`src/rtl/reg_write_arbiter_if.sv`:
```
// Handshake and register-file write bus between two write requesters and the arbiter.
// The master side drives the requests and observes grants, writes and status.
interface reg_write_arbiter_if;
    logic       req0_valid;
    logic [2:0] req0_num;
    logic [7:0] req0_data;
    logic       req0_ready;
    logic       req1_valid;
    logic [2:0] req1_num;
    logic [7:0] req1_data;
    logic       req1_ready;
    logic       writeReg;
    logic [2:0] write_reg_num;
    logic [7:0] write_data;
    logic       init_done;
    logic [7:0] contend_cnt;

    modport master (
        output req0_valid, req0_num, req0_data,
        output req1_valid, req1_num, req1_data,
        input  req0_ready, req1_ready,
        input  writeReg, write_reg_num, write_data,
        input  init_done, contend_cnt
    );

    modport slave (
        input  req0_valid, req0_num, req0_data,
        input  req1_valid, req1_num, req1_data,
        output req0_ready, req1_ready,
        output writeReg, write_reg_num, write_data,
        output init_done, contend_cnt
    );
endinterface

```
`src/rtl/reg_write_arbiter.sv`:
```
// Two-requester round-robin write arbiter for an 8x8 register file. After reset it
// sweeps every register to its own index, then serves writeback/load writes one per cycle.
module reg_write_arbiter (
    input logic                clk,
    input logic                rst,
    reg_write_arbiter_if.slave bus
);
    typedef enum logic {
        ST_INIT = 1'b0,
        ST_RUN  = 1'b1
    } state_t;

    state_t     state_r;
    state_t     state_nxt_s;
    logic [2:0] cnt_r;
    logic       prio_r;
    logic       we_r;
    logic [2:0] num_r;
    logic [7:0] data_r;
    logic       init_done_r;
    logic [7:0] contend_r;
    logic       both_s;
    logic       ready0_s;
    logic       ready1_s;
    logic       xfer0_s;
    logic       xfer1_s;

    assign both_s  = bus.req0_valid & bus.req1_valid;
    assign xfer0_s = bus.req0_valid & ready0_s;
    assign xfer1_s = bus.req1_valid & ready1_s;

    // Next-state: the sweep hands over to RUN on the edge that writes register 7.
    always_comb begin
        state_nxt_s = state_r;
        case (state_r)
            ST_INIT: begin
                if (cnt_r == 3'd7) begin
                    state_nxt_s = ST_RUN;
                end else begin
                    state_nxt_s = ST_INIT;
                end
            end
            ST_RUN:  state_nxt_s = ST_RUN;
            default: state_nxt_s = ST_INIT;
        endcase
    end

    // Grant logic: a lone requester always wins, contention is settled by prio_r.
    always_comb begin
        ready0_s = 1'b0;
        ready1_s = 1'b0;
        if (state_r == ST_RUN) begin
            if (both_s) begin
                ready0_s = ~prio_r;
                ready1_s = prio_r;
            end else begin
                ready0_s = bus.req0_valid;
                ready1_s = bus.req1_valid;
            end
        end else begin
            ready0_s = 1'b0;
            ready1_s = 1'b0;
        end
    end

    // State register.
    always_ff @(posedge clk or negedge rst) begin
        if (!rst) begin
            state_r <= ST_INIT;
        end else begin
            state_r <= state_nxt_s;
        end
    end

    // Sweep counter, only advances during the initialisation sweep.
    always_ff @(posedge clk or negedge rst) begin
        if (!rst) begin
            cnt_r <= 3'd0;
        end else if (state_r == ST_INIT) begin
            cnt_r <= cnt_r + 3'd1;
        end else begin
            cnt_r <= cnt_r;
        end
    end

    // Register-file write port: sweep writes, then the granted requester one cycle later.
    always_ff @(posedge clk or negedge rst) begin
        if (!rst) begin
            we_r   <= 1'b0;
            num_r  <= 3'd0;
            data_r <= 8'd0;
        end else begin
            case (state_r)
                ST_INIT: begin
                    we_r   <= 1'b1;
                    num_r  <= cnt_r;
                    data_r <= {5'b00000, cnt_r};
                end
                ST_RUN: begin
                    if (xfer0_s) begin
                        we_r   <= 1'b1;
                        num_r  <= bus.req0_num;
                        data_r <= bus.req0_data;
                    end else if (xfer1_s) begin
                        we_r   <= 1'b1;
                        num_r  <= bus.req1_num;
                        data_r <= bus.req1_data;
                    end else begin
                        we_r <= 1'b0;
                    end
                end
                default: begin
                    we_r <= 1'b0;
                end
            endcase
        end
    end

    // Round-robin pointer: after a grant the other requester gets first claim.
    always_ff @(posedge clk or negedge rst) begin
        if (!rst) begin
            prio_r <= 1'b0;
        end else if (xfer0_s) begin
            prio_r <= 1'b1;
        end else if (xfer1_s) begin
            prio_r <= 1'b0;
        end else begin
            prio_r <= prio_r;
        end
    end

    // Status: sticky init_done and saturating contention counter.
    always_ff @(posedge clk or negedge rst) begin
        if (!rst) begin
            init_done_r <= 1'b0;
            contend_r   <= 8'd0;
        end else begin
            init_done_r <= (state_nxt_s == ST_RUN);
            if ((state_r == ST_RUN) && both_s && (contend_r != 8'hFF)) begin
                contend_r <= contend_r + 8'd1;
            end else begin
                contend_r <= contend_r;
            end
        end
    end

    assign bus.req0_ready    = ready0_s;
    assign bus.req1_ready    = ready1_s;
    assign bus.writeReg      = we_r;
    assign bus.write_reg_num = num_r;
    assign bus.write_data    = data_r;
    assign bus.init_done     = init_done_r;
    assign bus.contend_cnt   = contend_r;
endmodule

```
`src/flat_wrapper.sv`:
```
// flat-port wrapper written by rule: the top's interface ports become plain ports
module reg_write_arbiter_flat 
  (clk, rst, bus_req0_valid, bus_req0_num, bus_req0_data, bus_req1_valid, bus_req1_num, bus_req1_data, bus_req0_ready, bus_req1_ready, bus_writeReg, bus_write_reg_num, bus_write_data, bus_init_done, bus_contend_cnt);
  reg_write_arbiter_if bus_i ();
  input logic clk;
  input logic rst;
  input wire logic [$bits(bus_i.req0_valid)-1:0] bus_req0_valid;
  input wire logic [$bits(bus_i.req0_num)-1:0] bus_req0_num;
  input wire logic [$bits(bus_i.req0_data)-1:0] bus_req0_data;
  input wire logic [$bits(bus_i.req1_valid)-1:0] bus_req1_valid;
  input wire logic [$bits(bus_i.req1_num)-1:0] bus_req1_num;
  input wire logic [$bits(bus_i.req1_data)-1:0] bus_req1_data;
  output wire logic [$bits(bus_i.req0_ready)-1:0] bus_req0_ready;
  output wire logic [$bits(bus_i.req1_ready)-1:0] bus_req1_ready;
  output wire logic [$bits(bus_i.writeReg)-1:0] bus_writeReg;
  output wire logic [$bits(bus_i.write_reg_num)-1:0] bus_write_reg_num;
  output wire logic [$bits(bus_i.write_data)-1:0] bus_write_data;
  output wire logic [$bits(bus_i.init_done)-1:0] bus_init_done;
  output wire logic [$bits(bus_i.contend_cnt)-1:0] bus_contend_cnt;
  assign bus_i.req0_valid = bus_req0_valid;
  assign bus_i.req0_num = bus_req0_num;
  assign bus_i.req0_data = bus_req0_data;
  assign bus_i.req1_valid = bus_req1_valid;
  assign bus_i.req1_num = bus_req1_num;
  assign bus_i.req1_data = bus_req1_data;
  assign bus_req0_ready = bus_i.req0_ready;
  assign bus_req1_ready = bus_i.req1_ready;
  assign bus_writeReg = bus_i.writeReg;
  assign bus_write_reg_num = bus_i.write_reg_num;
  assign bus_write_data = bus_i.write_data;
  assign bus_init_done = bus_i.init_done;
  assign bus_contend_cnt = bus_i.contend_cnt;
  reg_write_arbiter u_core (.clk(clk), .rst(rst), .bus(bus_i));
endmodule
```
`config.mk`:
```
export PLATFORM = sky130hd
export DESIGN_NAME = reg_write_arbiter_flat
export DESIGN_NICKNAME = d
export VERILOG_FILES = /design/src/rtl/reg_write_arbiter_if.sv /design/src/rtl/reg_write_arbiter.sv /design/src/flat_wrapper.sv
export SDC_FILE = /design/constraint.sdc
export NUM_CORES = 1
export LEC_CHECK = 0
export BUFFER_PORTS_ARGS = -buffer_cell sky130_fd_sc_hd__buf_2
export CAP_MARGIN = 20
export CORE_MARGIN = 4
export CORE_UTILIZATION = 49
export CTS_BUF_LIST = sky130_fd_sc_hd__clkbuf_4
export CTS_CLUSTER_DIAMETER = 80
export DETAILED_ROUTE_END_ITERATION = 6
export GPL_TIMING_DRIVEN = 0
export PLACE_DENSITY = 0.83
export SYNTH_ARGS = -nofsm -noshare
export SYNTH_HDL_FRONTEND = slang
export SYNTH_SLANG_ARGS = --single-unit
```
`constraint.sdc`:
```
create_clock -name clk -period 2 [get_ports clk]
set_clock_uncertainty 0.1 [all_clocks]
set_input_delay 0.2 -clock clk [delete_from_list [all_inputs] [get_ports clk]]
set_output_delay 0.2 -clock clk [all_outputs]
set_load 0.03 [all_outputs]
```
==> reports/qor.yml <==
status: "complete, no violations"
fin_ws_ps: 110
holdCritPathClass: "in2reg"
max_cap_viol_count: 0
ctsRootBufferMaster: "clkbuf_4"
synth_edf_count: 0
start_util: 0.529
dr.pass1.iters: 4
p_int_mw: 0.818
synthCells: 107
grt_pass1_wl_mm: 4.58
fin_crit_sh: 0.945
rows: 17
ys_ff_latch: 25
comb_power_share: 0.334
path_class: "reg2out"
regArea_um2: 627
numCtsBuffers: 3
synth.avg_cell_area_um2: 11.2
yosysTopAreaCell: "dfrtp_1"
p_leak_nw: 0.784
dp_hpwl_mm: 2.13
p_switching_mw: 0.544
num_vias: 1019
antenna_found_initial: 0
clock_latency_ps: 330
multi_input_area_um2: 537
gr-total-overflow: 0
dp_worst_setup_slack_ps: 327
drc: 0
ant_nets: 0
power.density_mw_per_mm2: 899
clkPwrFrac: 0.174
antennaDiodeCount: 0
ios: 49
rsz0062_at_grt: "no"
htree_levels: 1
setup_tns_ps: 0
start_kind: "register"
dp.cells: 183
async_flop_share: 1.00
timing.critical_path.fanout_max: 10
cp-end-kind: "output pin"
die_w_um: 57.6
postLayoutCoreUtil: 0.666
synth_nets: 136
fin_crit_ps: 1890
ys_top_cells_by_count: "dfrtp_1, mux2i_1, o21ai_0"
grt_pass1_vias: 1049
synthFlopType: "dfrtp_1"
max_freq_mhz: 529
ys_types: 29
gp_congestion: 0.875
synth_top_area_share: 0.520
clockBufferDepth: 2
die_area_mm2: 0.00331
area.growth.synth_to_final_pct: 25.9
nets: 189
cts_setup_buffers: 0
p_sw_frac: 0.399
hold_viol: 0
drt_iter0_markers: 20
core_mm2: 0.00228
fillCellCount: 176
yosys_warnings: 0
grt_usage: 0.178
seq_power_share: 0.492
seq_area_frac_synth: 0.520
cts_tree: "done"
cts.sinks: 25
wirelength_mm: 2.75
port_buffers: 48
yosysMostFrequentCell: "dfrtp_1"
final_cells: 187
cp_data_required_time_ps: 1700
drv_slew: 0
setup_viol: 0
vdd_drop_max_v: 0.000664
synth_area_mm2: 0.00120
slew_headroom: 0.627
tightest_slew_ps: 560
grt_max_degree: 26
synth_area_leaders: "dfrtp_1, mux2i_1, xor2_1"
wire_per_inst_um: 14.7
power_mw: 1.36
vias_per_cell: 5.45
layout-drive-gt1-share: 0.396
die_h_um: 57.6
path_clk_slew_ps: 140
cp.arrival_ps: 1590
## cell type report
cell class                 count  share of cell area
sequential                    25               0.414
multi-input combinational     74               0.354
timing repair buffer          49               0.165
tap                           28              0.0231
buffer                         4              0.0165
clock buffer                   3              0.0149
inverter                       3             0.00743
clock inverter                 1             0.00495
## metal layers
metal / up-vias / global-route usage / share of wire
met4: 0 / 0.0629 / 0.014
met3: 5 / 0.0588 / 0.10
met5: - / 0 / 0
met2: 47 / 0.310 / 0.48
li1: 483 / - / -
met1: 484 / 0.201 / 0.40
## through the flow
| step | hold WS, ps | instance area [um2] |
|---|---|---|
| floorplan | -196 | 1200 |
| global placement | 115 | 1480 |
| detailed placement | 123 | 1480 |
| CTS | 40.2 | 1520 |
| global route | 59.3 | 1520 |
| finish | 48.9 | 1520 |
## power by group through the flow
stage	Sequential, mW	Combinational (mW)	Clock, mW
after detailed placement	0.680	0.459	0
after global placement	0.671	0.443	0
after floorplan	0.823	0.148	0
after CTS	0.669	0.461	0.248
final	0.671	0.455	0.237
after global routing	0.684	0.494	0.260
## final timing paths
kind	slack, ps	start	endpoint	cells past startpoint
worst min-delay path	50	bus_req0_data[5]	u_core.bus.write_data[5]$_DFFE_PN0P_	3
worst min register to register	410	u_core.cnt_r[0]$_DFFE_PN0N_	u_core.cnt_r[0]$_DFFE_PN0N_	1
worst max-delay path	110	u_core.state_r$_DFF_PN0_	bus_req0_ready	5
min in group asynchronous	270	rst	u_core.bus.contend_cnt[5]$_DFFE_PN0P_	2
worst max register to register	320	u_core.bus.contend_cnt[0]$_DFFE_PN0P_	u_core.bus.contend_cnt[7]$_DFFE_PN0P_	5
max in group asynchronous	1140	rst	u_core.state_r$_DFF_PN0_	2
## repair_timing
| action | 4_1_cts | 5_1_grt |
|---|---|---|
| hold endpoints to repair | 25 | 0 |
| gates resized for setup | 1 | 0 |
| setup endpoints to repair | 1 | 1 |
| hold buffers | 1 | 0 |
## flip-flops by register name, summed over array words and instances (netlist names)
register and count:
u_core.bus.contend_cnt 8, u_core.bus.writeReg 1, u_core.bus.write_data 8, u_core.bus.write_reg_num 3
u_core.cnt_r 3, u_core.prio_r 1, u_core.state_r 1
## cell families (layout without fill, tap and decap cells)
family                     Yosys count  in the layout  synth area share
buffers and inverters                8             60            0.0343
DFF                                 25             25             0.520
xor gates and xnor gates             8              8            0.0582
AOI/OAI and AO/OA                   21             21             0.120
adders and majority gates            3              3            0.0312
muxes                               13             13             0.111
and+or+nand+nor                     29             29             0.126
## layout by cell type, fill, tap and decap left out, drive strengths merged, types with 2 or more instances in the layout
cell and n:
nor2b 3, o21ai 11, ha 3, dfrtp 25, nor2 3, mux2i 10, mux2 3, inv 3
a31oi 5, buf 51, xor2 6, nand3 7, nand2 9, xnor2 2, nor3 2, clkbuf 4
## critical path, cell delays in order (launching register included)
cell and delay, ps:
dfrtp_2 480, and2_1 200, nand2_1 170, buf_6 190, inv_1 50, buf_2 170
Power figures use the tool's default switching activity.
